### config.mk
export PLATFORM = sky130hd
export DESIGN_NAME = decoder_scan_param
export DESIGN_NICKNAME = d
export VERILOG_FILES = /design/src/rtl/decoder_pkg.sv /design/src/rtl/scan_timer.sv /design/src/rtl/decoder_scan_param.sv
export SDC_FILE = /design/constraint.sdc
export NUM_CORES = 1
export LEC_CHECK = 0
export ABC_AREA = 1
export BUFFER_PORTS_ARGS = -buffer_cell sky130_fd_sc_hd__clkbuf_2
export CAP_MARGIN = 10
export CORE_UTILIZATION = 53
export CTS_CLUSTER_DIAMETER = 100
export DETAILED_ROUTE_END_ITERATION = 8
export PLACE_DENSITY = 0.87
export SETUP_SLACK_MARGIN = 0.15
export SYNTH_ARGS = -nofsm -noshare
export SYNTH_HDL_FRONTEND = slang
export SYNTH_SLANG_ARGS = --single-unit
### constraint.sdc
create_clock -name clk -period 3.6 [get_ports clk]
set_clock_uncertainty 0.1 [all_clocks]
set_input_delay 0.9 -clock clk [delete_from_list [all_inputs] [get_ports clk]]
set_output_delay 0.9 -clock clk [all_outputs]
set_load 0.1 [all_outputs]
### src/rtl/decoder_pkg.sv
// decoder_pkg: mode/state encodings and per-bit decode helpers for decoder_scan_param
package decoder_pkg;
  typedef enum logic [1:0] {
    MODE_ONEHOT = 2'd0,
    MODE_THERM  = 2'd1,
    MODE_SCAN   = 2'd2,
    MODE_HOLD   = 2'd3
  } mode_e;
  typedef enum logic [2:0] {
    S_IDLE,
    S_DECODE,
    S_SCAN,
    S_HOLD,
    S_DONE
  } state_e;
  // Per-bit forms so callers build vectors of any width 2**N without unused bits
  function automatic logic oh_bit(input int a, input int i);
    return a == i;
  endfunction
  function automatic logic th_bit(input int a, input int i);
    return i <= a;
  endfunction
endpackage

### src/rtl/scan_timer.sv
// scan_timer: dwell counter; step is high on the cycle the count matches dwell
module scan_timer #(
  parameter int DW = 8
) (
  input  logic          clk,
  input  logic          rst_n,
  input  logic          clr,
  input  logic          hold,
  input  logic [DW-1:0] dwell,
  output logic          step
);
  logic [DW-1:0] cnt;
  assign step = cnt == dwell;
  always_ff @(posedge clk or negedge rst_n)
    if (!rst_n) cnt <= '0;
    else if (clr) cnt <= '0;
    else if (!hold) cnt <= step ? '0 : cnt + 1'b1;
endmodule

### src/rtl/decoder_scan_param.sv
// decoder_scan_param: registered N-to-2^N one-hot/thermometer decoder with auto-scan and hold
module decoder_scan_param
  import decoder_pkg::*;
#(
  parameter int N       = 2,
  parameter int DW      = 8,
  parameter int ONESHOT = 0
) (
  input  logic            clk,
  input  logic            rst_n,
  input  logic            enable,
  input  logic [1:0]      mode,
  input  logic [N-1:0]    a,
  input  logic [DW-1:0]   dwell,
  output logic [2**N-1:0] y,
  output logic            valid,
  output logic            wrap
);
  localparam int OUT_W = 2**N;
  state_e state, state_d;
  logic [N-1:0] idx, idx_d, idx_inc;
  logic [OUT_W-1:0] y_d, oh_a, th_a, oh_inc;
  logic valid_d, wrap_d, resume, resume_d, t_clr, t_hold, step;
  assign idx_inc = idx + 1'b1;
  scan_timer #(.DW(DW)) u_timer (
    .clk(clk), .rst_n(rst_n), .clr(t_clr), .hold(t_hold), .dwell(dwell), .step(step)
  );
  always_comb
    for (int i = 0; i < OUT_W; i++) begin
      oh_a[i]   = oh_bit(32'(a), i);
      th_a[i]   = th_bit(32'(a), i);
      oh_inc[i] = oh_bit(32'(idx_inc), i);
    end
  always_comb begin
    state_d  = state;
    idx_d    = idx;
    y_d      = y;
    valid_d  = valid;
    wrap_d   = 1'b0;
    resume_d = 1'b0;
    t_clr    = 1'b1;
    t_hold   = 1'b0;
    if (!enable) begin
      state_d = S_IDLE;
      y_d     = '0;
      valid_d = 1'b0;
    end else begin
      unique case (mode_e'(mode))
        MODE_ONEHOT: begin
          state_d = S_DECODE;
          y_d     = oh_a;
          valid_d = 1'b1;
        end
        MODE_THERM: begin
          state_d = S_DECODE;
          y_d     = th_a;
          valid_d = 1'b1;
        end
        MODE_HOLD: begin
          state_d  = S_HOLD;
          t_clr    = 1'b0;
          t_hold   = 1'b1;
          resume_d = state == S_SCAN || (state == S_HOLD && resume);
        end
        MODE_SCAN: begin
          // A resumed scan continues counting on the same edge it leaves HOLD
          if (state == S_SCAN || (state == S_HOLD && resume)) begin
            state_d = S_SCAN;
            t_clr   = 1'b0;
            if (step) begin
              idx_d  = idx_inc;
              wrap_d = &idx;
              if (&idx && ONESHOT != 0) begin
                state_d = S_DONE;
                y_d     = '0;
                valid_d = 1'b0;
              end else y_d = oh_inc;
            end
          end else if (state == S_DONE) begin
            y_d     = '0;
            valid_d = 1'b0;
          end else begin
            state_d = S_SCAN;
            idx_d   = a;
            y_d     = oh_a;
            valid_d = 1'b1;
          end
        end
      endcase
    end
  end
  always_ff @(posedge clk or negedge rst_n)
    if (!rst_n) begin
      state  <= S_IDLE;
      idx    <= '0;
      y      <= '0;
      valid  <= 1'b0;
      wrap   <= 1'b0;
      resume <= 1'b0;
    end else begin
      state  <= state_d;
      idx    <= idx_d;
      y      <= y_d;
      valid  <= valid_d;
      wrap   <= wrap_d;
      resume <= resume_d;
    end
endmodule

==> results.py <==
metrics = {
    "status": {
        "status": "finished clean",
    },
    "timing": {
        "tightestPinTransition_ps": 540,
        "fmax_mhz": 472,
        "whs_ps": 393,
        "slew_headroom_pct": 64.2,
        "final.setup.tns_ps": 0,
        "rsz0062_at_grt": "no",
        "period_needed_ps": 2120,
        "setup_violations": 0,
        "finalMaxSlewViolations": 0,
        "hold_viol_final": 0,
        "fin_crit_sh_pct": 58.9,
        "setup_ws_ps": 1480,
    },
    "global_routing": {
        "grt_max_degree": 20,
        "grt_pass1_wl_um": 4020,
        "track_usage_pct": 20.2,
        "grt-ovfl-total": 0,
        "grt_pass1_vias": 994,
        "grt_antenna_before_repair": 0,
    },
    "floorplan": {
        "rows": 17,
        "top_level_ports": 21,
        "start_util_pct": 58.1,
        "fp.dieH_um": 52.2,
        "die_w_um": 52.2,
        "dieArea_um2": 2720,
        "coreArea_um2": 2300,
    },
    "synth": {
        "syn_area_um2": 1340,
        "synth_cell_types": 21,
        "synthArstFlopShare_pct": 100,
        "synth_top_cells_by_count": "63 x nand2_1, 30 x inv_1, 19 x dfrtp_1",
        "synth_ff_type": "dfrtp_1",
        "netlist.area_leader.share_pct": 35.6,
        "synth-seq-area-share_pct": 35.6,
        "synth_edf_count": 0,
        "syn-num-nets": 209,
        "synth.largest_area_cell": "dfrtp_1",
        "synth_area_leaders": "dfrtp_1 36%, nand2_1 18%, ha_1 8.4%",
        "yosysMostFrequentCell": "nand2_1",
        "ys_warn_count": 0,
        "syn_area_per_cell_um2": 7.22,
        "synthCells": 185,
        "synth-seq-cells": 19,
    },
    "detailed_routing": {
        "routed_wirelength_um": 2380,
        "vias": 1169,
        "detail_route.vias_per_cell": 5.00,
        "drc": 0,
        "drt_pass1_iterations": 4,
        "post_drt_wl_per_cell_um": 10.1,
        "postRouteAntennaNets": 0,
        "drtIter0Drc": 28,
    },
    "place": {
        "dp_slack_ps": 1310,
        "place_congestion": 0.774,
        "dp_hpwl_um": 1910,
        "place.port_buffers": 20,
        "dp_cells": 230,
    },
    "worst_hold_path": {
        "hp-start": "y[2]",
        "hold_class": "flip-flop to flip-flop",
        "min_to": "y[2]",
        "hold_depth": 2,
    },
    "clocking": {
        "clock_sinks": 19,
        "cts_buffer_depth": 2,
        "htree_levels": 1,
        "cts-resized-gates": 0,
        "ctsHoldBuffers": 0,
        "root_buffer": "clkbuf_4",
        "cts_tree": "built",
        "path_clk_slew_ps": 100,
        "cts_setup_buffers": 0,
        "clk_latency_ps": 280,
        "cts_buffers": 3,
    },
    "worst_setup_path": {
        "cp.required_ps": 2600,
        "path_cells": "clkbuf_2",
        "r2r_end": "idx[0]",
        "cp_num_buf_inv": 1,
        "r2r_setup_slack_ps": 2150,
        "slowest_stage": "clkbuf_2",
        "rr_startpoint": "u_timer.cnt[0]",
        "crit_type": "flip-flop to output port",
        "critPathTopFamily": "buffers and inverters",
        "cp_max_fo": 2,
        "critPathMaxStageDelay_ps": 460,
        "cp-start-kind": "flip-flop",
        "r2r_cells": 10,
        "arrival_ps": 1120,
        "end_kind": "output port",
    },
    "cells_and_area": {
        "layout.cells.non_filler": 234,
        "area_growth_pct": 10.0,
        "drive_gt1_share_pct": 15.5,
        "utilization_pct": 63.9,
        "antenna_cells": 0,
        "nNetsFinal": 231,
    },
    "pwr": {
        "vdd_drop_max_uv": 221,
        "p_leak_nw": 0.835,
        "pwr_density_cell_nw_per_um2": 315,
    },
    "run": {
        "maxCapViolations": 0,
    },
}
==> routing by layer <==
metal  wire (µm)  part of all wire, %  vias to the layer above  GRT usage, %
met5           0                    0                        -             0
met1        1140                   48                      517          25.7
met4          51                  2.1                        0          10.5
met2        1110                   47                       26          34.8
met3          69                  2.9                        4         0.870
li1            -                    -                      622             -
==> report_power, final <==
part / leakage [nW] / total, mW / switching (mW) / internal, mW
clock network: 0.0150 / 0.100 / 0.0573 / 0.0430
registers: 0.256 / 0.238 / 0.0126 / 0.225
logic: 0.564 / 0.124 / 0.0893 / 0.0348
==> registers in the layout, indices dropped and copies added, names as in the netlist <==
signal	count
wrap	1
state	2
u_timer.cnt	8
y	4
resume	1
valid	1
idx	2
==> cells in the final DEF (no fill, tap or decap), drive strengths merged <==
cell	count
o31ai	1
nand4	5
nor2	8
dfrtp	19
inv	30
o21ai	4
xor2	6
xnor2	3
ha	9
o22ai	1
clkbuf	24
nand2	71
a21oi	10
nor3	4
o211ai	1
nand3	10
==> how the worst max path moves through the flow <==
stage	startpoint	to	depth (start not counted)
after global placement	mode[0]	u_timer.cnt[6]	8
final	y[0]	y[0]	1
after detailed placement	mode[0]	y[0]	9
after floorplan	mode[0]	y[0]	9
after global routing	valid	valid	1
after CTS	valid	valid	1
==> per-stage QoR <==
step	area [µm²]	power [mW]
after floorplan	1340	0.334
after CTS	1470	0.466
after global routing	1470	0.493
after global placement	1440	0.364
after detailed placement	1440	0.366
final	1470	0.462
==> layout make-up <==
| type | instances | area, µm² |
|---|---|---|
| clock buffer | 4 | 26.3 |
| fill | 222 | 828 |
| inverter | 30 | 113 |
| multi-input combinational | 133 | 719 |
| sequential | 19 | 475 |
| tap | 28 | 35.0 |
| timing repair buffer | 20 | 100 |
==> cell families after synthesis <==
| family | Yosys count | synth area share, % |
|---|---|---|
| DFF | 19 | 35.6 |
| adders and majority gates | 9 | 8.44 |
| AOI/OAI and AO/OA | 17 | 7.12 |
| xor gates and xnor gates | 9 | 5.90 |
| buffers and inverters | 33 | 10.5 |
| and+or+nand+nor | 98 | 32.4 |
Note: power is estimated with default switching activity, not from simulation.
